<file path="config.mk">
export PLATFORM = sky130hd
export DESIGN_NAME = spawn_scheduler
export DESIGN_NICKNAME = d
export VERILOG_FILES = /design/src/rtl/spawn_scheduler.sv
export SDC_FILE = /design/constraint.sdc
export NUM_CORES = 1
export LEC_CHECK = 0
export ABC_AREA = 1
export CORE_ASPECT_RATIO = 1.2
export CORE_UTILIZATION = 45
export CTS_CLUSTER_DIAMETER = 200
export DETAILED_ROUTE_END_ITERATION = 8
export PLACE_DENSITY = 0.76
export SLEW_MARGIN = 40
export SYNTH_ARGS = -nofsm -noshare
export SYNTH_HDL_FRONTEND = slang
export SYNTH_SLANG_ARGS = --single-unit
</file>
<file path="constraint.sdc">
create_clock -name clk_in -period 8.7 [get_ports clk_in]
set_clock_uncertainty 0.05 [all_clocks]
set_input_delay 1.305 -clock clk_in [delete_from_list [all_inputs] [get_ports clk_in]]
set_output_delay 1.305 -clock clk_in [all_outputs]
set_load 0.01 [all_outputs]
</file>
<file path="src/rtl/spawn_scheduler.sv">
// spawn_scheduler: difficulty ramp, random spawn delay and lane pick with valid/ready request; SPAWN_LANE_GAP_EN enables per-lane cooldowns
module spawn_scheduler #(
  parameter int LANE_GAP      = 8,
  parameter int MAX_OBSTACLES = 10,
  parameter int WAIT_SHIFT    = 2
) (
  input  logic        clk_in,
  input  logic        rst_in,
  input  logic        game_reset,
  input  logic        frame_trigger,
  input  logic [11:0] time_alive,
  input  logic [3:0]  curr_active,
  input  logic [3:0]  random_num,
  input  logic [1:0]  random_lane,
  output logic        spawn_valid,
  output logic [1:0]  spawn_lane,
  input  logic        spawn_ready,
  output logic [2:0]  speed,
  output logic [3:0]  target_active
);
  typedef enum logic [1:0] {IDLE, WAIT, REQUEST} state_t;
  state_t state, state_nxt;
  logic       rst;
  logic [5:0] delay;
  logic [3:0] lvl, tgt_new;
  logic [2:0] spd_new;
  logic [1:0] c, pick;
  logic       free;
  assign rst = rst_in | game_reset;
  assign lvl = time_alive >= 12'd330 ? 4'd10 :
               time_alive >= 12'd300 ? 4'd9  :
               time_alive >= 12'd270 ? 4'd8  :
               time_alive >= 12'd240 ? 4'd7  :
               time_alive >= 12'd210 ? 4'd6  :
               time_alive >= 12'd180 ? 4'd5  :
               time_alive >= 12'd150 ? 4'd4  :
               time_alive >= 12'd120 ? 4'd3  :
               time_alive >= 12'd60  ? 4'd2  :
               time_alive >= 12'd30  ? 4'd1  : 4'd0;
  assign spd_new = lvl >= 4'd8 ? 3'd7 : lvl >= 4'd6 ? 3'd6 : lvl >= 4'd4 ? 3'd5 : 3'(lvl + 4'd1);
  assign tgt_new = lvl > 4'(MAX_OBSTACLES) ? 4'(MAX_OBSTACLES) : lvl;
  assign c = random_lane == 2'd3 ? 2'd0 : random_lane;
`ifdef SPAWN_LANE_GAP_EN
  logic [2:0][3:0] cool;
  logic [1:0]      c1, c2;
  assign c1   = c == 2'd2 ? 2'd0 : c + 2'd1;
  assign c2   = c1 == 2'd2 ? 2'd0 : c1 + 2'd1;
  assign pick = cool[c] == 4'd0 ? c : cool[c1] == 4'd0 ? c1 : c2;
  assign free = cool[c] == 4'd0 || cool[c1] == 4'd0 || cool[c2] == 4'd0;
  // a load on acceptance overrides the frame decrement
  always_ff @(posedge clk_in)
    for (int i = 0; i < 3; i++)
      cool[i] <= rst ? 4'd0 :
                 (spawn_valid && spawn_ready && spawn_lane == 2'(i)) ? 4'(LANE_GAP) :
                 (frame_trigger && cool[i] != 4'd0) ? cool[i] - 4'd1 : cool[i];
`else
  logic unused_gap;
  assign unused_gap = LANE_GAP != 0;
  assign pick = c;
  assign free = 1'b1;
`endif
  always_ff @(posedge clk_in) state <= rst ? IDLE : state_nxt;
  always_comb
    state_nxt = (state == IDLE && curr_active < target_active) ? WAIT :
                (state == WAIT && delay == 6'd0 && free) ? REQUEST :
                (state == REQUEST && spawn_ready) ? IDLE : state;
  always_comb spawn_valid = state == REQUEST;
  always_ff @(posedge clk_in) begin
    if (rst) begin
      delay         <= 6'd0;
      spawn_lane    <= 2'd0;
      speed         <= 3'd1;
      target_active <= 4'd0;
    end else begin
      if (frame_trigger) begin
        speed         <= spd_new > speed ? spd_new : speed;
        target_active <= tgt_new > target_active ? tgt_new : target_active;
      end
      if (state == IDLE && state_nxt == WAIT)
        delay <= {2'b00, random_num} << WAIT_SHIFT;
      else if (state == WAIT && frame_trigger && delay != 6'd0)
        delay <= delay - 6'd1;
      if (state == WAIT && state_nxt == REQUEST)
        spawn_lane <= pick;
    end
  end
endmodule

</file>
After elaboration in Yosys (flattened, before gate mapping)
Cells that the tools add are included.
- $add $sub $neg: 2
- $mul: 0
- divide/modulo/power cells: 0
- magnitude comparators: 17
- equal/unequal tests: 5
- shifts and indexed selects: 0
- mux-type cells: 20
- bitwise gates (word level): 1
- reduce and logical (&&, ||, !) cells: 14
- operators with widths (cell ; number):
    greater-or-equal comparator 12 x 8 -> 1 bit, second input constant ; 4
    greater-or-equal comparator 12 x 9 -> 1 bit, second input constant ; 3
    2-to-1 mux 3 bit ; 7
    2-to-1 mux 4 bit ; 4
    greater-or-equal comparator 12 x 5 -> 1 bit, second input constant ; 1
    greater-or-equal comparator 12 x 6 -> 1 bit, second input constant ; 1
    greater-or-equal comparator 12 x 7 -> 1 bit, second input constant ; 1
    2-to-1 mux 2 bit ; 6
    2-to-1 mux 6 bit ; 2
    greater-or-equal comparator 4 x 3 -> 1 bit, second input constant ; 2
    logical AND 1 bit ; 7
    == test 2 bit, second input constant ; 3
    zero test 6 bit ; 1
    nonzero test 6 bit ; 1
    subtractor 6 x 1 -> 6 bit, second input constant ; 1
    == test 2 x 1 -> 1 bit, second input constant ; 2
    greater-or-equal comparator 4 bit, second input constant ; 1
    > comparator 4 bit ; 1
    > comparator 4 bit, second input constant ; 1
    less-than comparator 4 bit ; 1
    AND reduction 2 bit ; 2
    adder 3 x 1 -> 3 bit, second input constant ; 1
    > comparator 3 bit ; 1
    zero test 2 bit ; 1
    other kinds (4) ; 4
- bits in registers: 17
- bits in latches: 0
- memory bits (writable): 0
- memory bits (read-only): 0
- input port bits: 27
- output and inout port bits: 10
- logic and storage cells: 65
- memories: 0

Longest topological paths before layout
- word-level depth: 17
- depth in mapped cells: 26
- depth with buffers taken out: 26

Least setup slack after synthesis
Ideal clock, no wire load.
- kind: input to register
- start point: input port time_alive[9]
- end point: register speed[1]
- library setup time: 0.115 ns
- arrival: 3.518 ns
- data required time: 8.535 ns
- slack: 5.016 ns
- cell stages on the path: 25
- path buffers: 0
- cell sequence: nor2_2 -> nand2_2 -> inv_2 -> nand3_1 -> nand2_2 -> inv_4 -> nand2_2 -> nand2_1 -> nand2_1 -> nand2_1 -> nand2_1 -> nand2_1 -> nand2_2 -> inv_1 -> ha_1 -> nand2_1 -> nand2_1 -> ha_1 -> nand2_1 -> nor2_1 -> a211oi_1 -> nor3_1 -> inv_1 -> o21ai_0 -> inv_1
- word-level cells in the longest chain between the ends: 17
- elaborated cells between the ends (all ways): 29
- those cells by class: 1 x add/sub; 14 x order compare; 13 x mux; 1 x reduce/logical
- ends and longest elaborated chain (item ; line ; source):
    start: declaration ; 11 ; input logic [11:0] time_alive,
    greater-or-equal comparator 12 x 5 -> 1 bit ; 39 ; time_alive >= 12'd30 ? 4'd1 : 4'd0;
    2-to-1 mux 1 bit ; 39 ;
    2-to-1 mux 2 bit ; 38 ; time_alive >= 12'd60 ? 4'd2 :
    2-to-1 mux 2 bit ; 37 ; time_alive >= 12'd120 ? 4'd3 :
    2-to-1 mux 3 bit ; 36 ; time_alive >= 12'd150 ? 4'd4 :
    2-to-1 mux 3 bit ; 35 ; time_alive >= 12'd180 ? 4'd5 :
    2-to-1 mux 3 bit ; 34 ; time_alive >= 12'd210 ? 4'd6 :
    2-to-1 mux 3 bit ; 33 ; time_alive >= 12'd240 ? 4'd7 :
    2-to-1 mux 4 bit ; 32 ; time_alive >= 12'd270 ? 4'd8 :
    2-to-1 mux 4 bit ; 31 ; time_alive >= 12'd300 ? 4'd9 :
    2-to-1 mux 4 bit (*) ; 30 ; assign lvl = time_alive >= 12'd330 ? 4'd10 :
    greater-or-equal comparator 4 x 3 -> 1 bit / adder 3 x 1 -> 3 bit (equally long branches) ; 40 ; assign spd_new = lvl >= 4'd8 ? 3'd7 : lvl >= 4'd6 ? 3'd6 : lvl >= 4'd4 ? 3'd5 : 3'(lvl + 4'd1);
    2-to-1 mux 3 bit (2 in a row) ; 40 ;
    2-to-1 mux 3 bit (*) ; 40 ;
    net spd_new[1] ; 26 ; logic [2:0] spd_new;
    > comparator 3 bit ; 76 ; speed <= spd_new > speed ? spd_new : speed;
    AND reduction 2 bit (no line) ; n/a ;
    end signal: assignment ; 76 ;
    end: declaration ; 18 ; output logic [2:0] speed,
Mark *: on every way through the listed nets, which the timed path passes. The rest lies on a longest branch.
A chain may end at the register's enable or synchronous reset.

Worst setup path after layout
- start point: input port time_alive[7]
- end point: register speed[1]
The elaborated chain is that of the path after synthesis.

==> summary.md <==
| Metric | Value |
|---|---|
| Status | complete, no violations |
| Most frequent cells in the layout | nand2_1 (52), inv_1 (39), clkdlybuf4s50_1 (35), nor2_1 (23), dfxtp_1 (17) |
| Initial antenna violation count | 0 |
| Main synth FF type | dfxtp_1 |
| Final Hold Vio Count | 0 |
| Max rail drop VDD | 0.0000697 V |
| Leakage | 0.800 nW |
| WP data required | between 8 and 9 ns |
| Iteration-0 DRC Markers | 23 |
| Ys async rst share | 0% |
| Slowest cell delay on critical path | roughly 0.50 ns |
| Root Driver | clkbuf_4 |
| Final GP Congestion | between 0.8 and 0.9 |
| CTS H-tree lvls | 1 |
| Count of cell types in the netlist | 28 |
| Fillers | 274 |
| CP Buf/Inv Count | 4 |
| Final min period | 4.17 ns |
| CTS sink count | 17 |
| Ant diodes | 0 |
| Drt wl/cell | 10.2 µm |
| Final slew viol count | 0 |
| Worst-path clk slew | 0.10 ns |
| Most common cell after layout, fill and taps aside | nand2_1 |
| Slew margin rel. | 68.1% |
| EDFF count, synth | 0 |
| CP endpoint kind | flop |
| Final wirelength | 2960 µm |
| Crit-path slowest cell | clkdlybuf4s50_1 |
| Post-synthesis sequential area ratio | 24.9% |
| Die height | ~62 µm |
| Clock Path Buffers | 2 |
| First-pass GRT wire length | 5220 µm |
| Cell Int Power | approximately 0.12 mW |
| PD cells | roughly 100 nW/µm² |
| Cts hold-fix bufs | 0 |
| DP Wirelength | 2420 µm |
| Initial Utilization | 48.1% |
| Sum Neg Setup Slack | 0 ns |
| Syn_area_per_cell | approximately 6.2 µm² |
| HP Class | flop to flop |
| # rows | 21 |
| Endpoints failing setup | 0 |
| Largest net degree at the start of global routing | 12 |
| Via density | 4.97 |
| GRT overflow | 0 |
| Post-synthesis compound-gate area fraction | 19.1% |
| CTS resizes | 0 |
| # IOs | 37 |
| Adder-Cell Fraction of Synth Area | 11.0% |
| CTS tree | done |
| FF-to-FF setup slack | 6.94 ns |
| Net Count, Synth | 258 |
| Synthesis-to-layout area growth | 30.4% |
| Worst setup path category | input pin to flop |
| Combinational share of power | 29.4% |
| CP Data Arrival Time | 4.37 ns |
| Top Family by Delay on Critical Path | simple AND/OR/NAND/NOR gates |
| Crit path launch type | input pin |
| Vias in the first global route | 1356 |
| Yosys Warn Count | 0 |
| Clk_lat worst skew | 0.30 ns |
| Critical Path Fanout Max | 5 |
| Post-synthesis xor/xnor area fraction | less than 1% |
| Placed insts | approximately 290 |
| Post CTS Setup Buffer Count | 0 |
| Post-Synth Simple-Gate Area | between 30% and 40% |
| RSZ-0062 raised after global routing | false |
| Net Sw Power | 0.0565 mW |
| Cells after Synth | 219 |
| Global-route usage over all layers | 20.6% |
| Pre-Repair DR Iteration Count | 5 |
| Switching portion of total power | 31.3% |
| Fin cells | 291 |
| Synthesized area | between 1000 and 1500 µm² |
| Vias | 1445 |
| Crit share post-route | 47.9% |
| Clock power share | approximately a quarter |
| Register share of total power | 46.1% |
| # nets final | about 300 |
| # DRC | 0 |
| Max-cap violations | 0 |
| Worst-Margin Slew | ~0.48 ns |
| TritonCTS buffer count | 3 |
| Routed Antenna Nets | 0 |
| Tot Pwr | roughly 0.18 mW |
| #FFs+latches synth | 17 |
| Port Buf Inserts | 35 |
| Proportion of layout cells with a drive suffix above 1 | 8.95% |
| Largest family of logic cells by synthesized area | simple AND/OR/NAND/NOR gates |
| Multiplexer area fraction after synthesis | 0% |
| Most used cell along the critical path | nand2_1 |
| Die width | 52.3 µm |
| Core area | between 2000 and 3000 µm² |
| Die Area | 3260 µm² |
| F_max | 0.240 GHz |
| Hold Slack | 0.424 ns |
[stage by stage]
stage | area, µm² | worst slack [ns] | utilization, %
finish | 1780 | 4.53 | 62.8
global route | 1780 | 4.11 | 62.8
CTS | 1780 | 4.51 | 62.8
detailed placement | 1760 | 4.18 | 61.9
global placement | 1760 | 4.23 | 61.9
floorplan | 1370 | 5.02 | -
[cell families (layout without fill, tap and decap cells)]
logic type,after synthesis,after routing
simple gates,100,100
buf+inv,45,83
compound gates,44,44
flops,17,17
fa+ha+maj,12,12
xor+xnor,1,1
[power by group through the flow]
| stage | sequential, mW | combinational, mW | clock, mW |
|---|---|---|---|
| 2_1_floorplan | 0.0855 | 0.0286 | 0 |
| 3_3_place_gp | 0.0849 | 0.0521 | 0 |
| 3_5_place_dp | 0.0850 | 0.0530 | 0 |
| 4_1_cts | 0.0832 | 0.0533 | 0.0451 |
| 5_1_grt | 0.0837 | 0.0605 | 0.0481 |
| 6_report | 0.0832 | 0.0530 | 0.0443 |
[per-layer routing]
layer	track usage, %	vias to the layer above	wire length, µm
met3	1.72	7	108
li1	-	784	-
met5	0	-	0
met2	37.8	36	1540
met1	21.6	618	1230
met4	11.2	0	77
[tightest hold or removal path: cells and delay by family, from the launching register on]
family             cells  cell delay [ns]
DFF                    1             0.33
AOI/OAI and AO/OA      1             0.05
and+or+nand+nor        1             0.06
[Yosys cell counts, types with 4 or more instances]
| master | number | area (µm²) |
|---|---|---|
| nor3_1 | 5 | 25.0 |
| inv_2 | 4 | 15.0 |
| o21ai_0 | 13 | 65.1 |
| nand2_1 | 52 | 195 |
| nand3_1 | 5 | 25.0 |
| a211oi_1 | 5 | 37.5 |
| a21oi_1 | 12 | 60.1 |
| nand2_2 | 6 | 37.5 |
| ha_1 | 12 | 150 |
| nor2_2 | 5 | 31.3 |
| nor2_1 | 23 | 86.3 |
| dfxtp_1 | 17 | 340 |
| inv_1 | 39 | 146 |
| a31oi_1 | 7 | 43.8 |
[area by class of cell]
| cell class | count | area [µm²] | share of cell area, % |
|---|---|---|---|
| repair buffers | 35 | 350 | 19.7 |
| clock buffers | 4 | 26.3 | 1.47 |
| well taps | 34 | 42.5 | 2.39 |
| multi-input cells | 157 | 855 | 48.0 |
| flip-flops and latches | 17 | 340 | 19.1 |
| inverters | 44 | 168 | 9.41 |
[final timing paths]
| path | start | endpoint | cells after the start |
|---|---|---|---|
| setup / recovery | time_alive[7] | speed[1] | 26 |
| hold / removal | delay[0] | delay[0] | 2 |
| setup reg to reg | target_active[3] | target_active[1] | 10 |
| hold reg to reg | delay[0] | delay[0] | 2 |
[state kept, by name, summed over array words and instances (netlist names)]
| name | count |
|---|---|
| state | 2 |
| speed | 3 |
| target_active | 4 |
| delay | 6 |
| spawn_lane | 2 |
No activity file was read; power rests on OpenSTA's default activity.
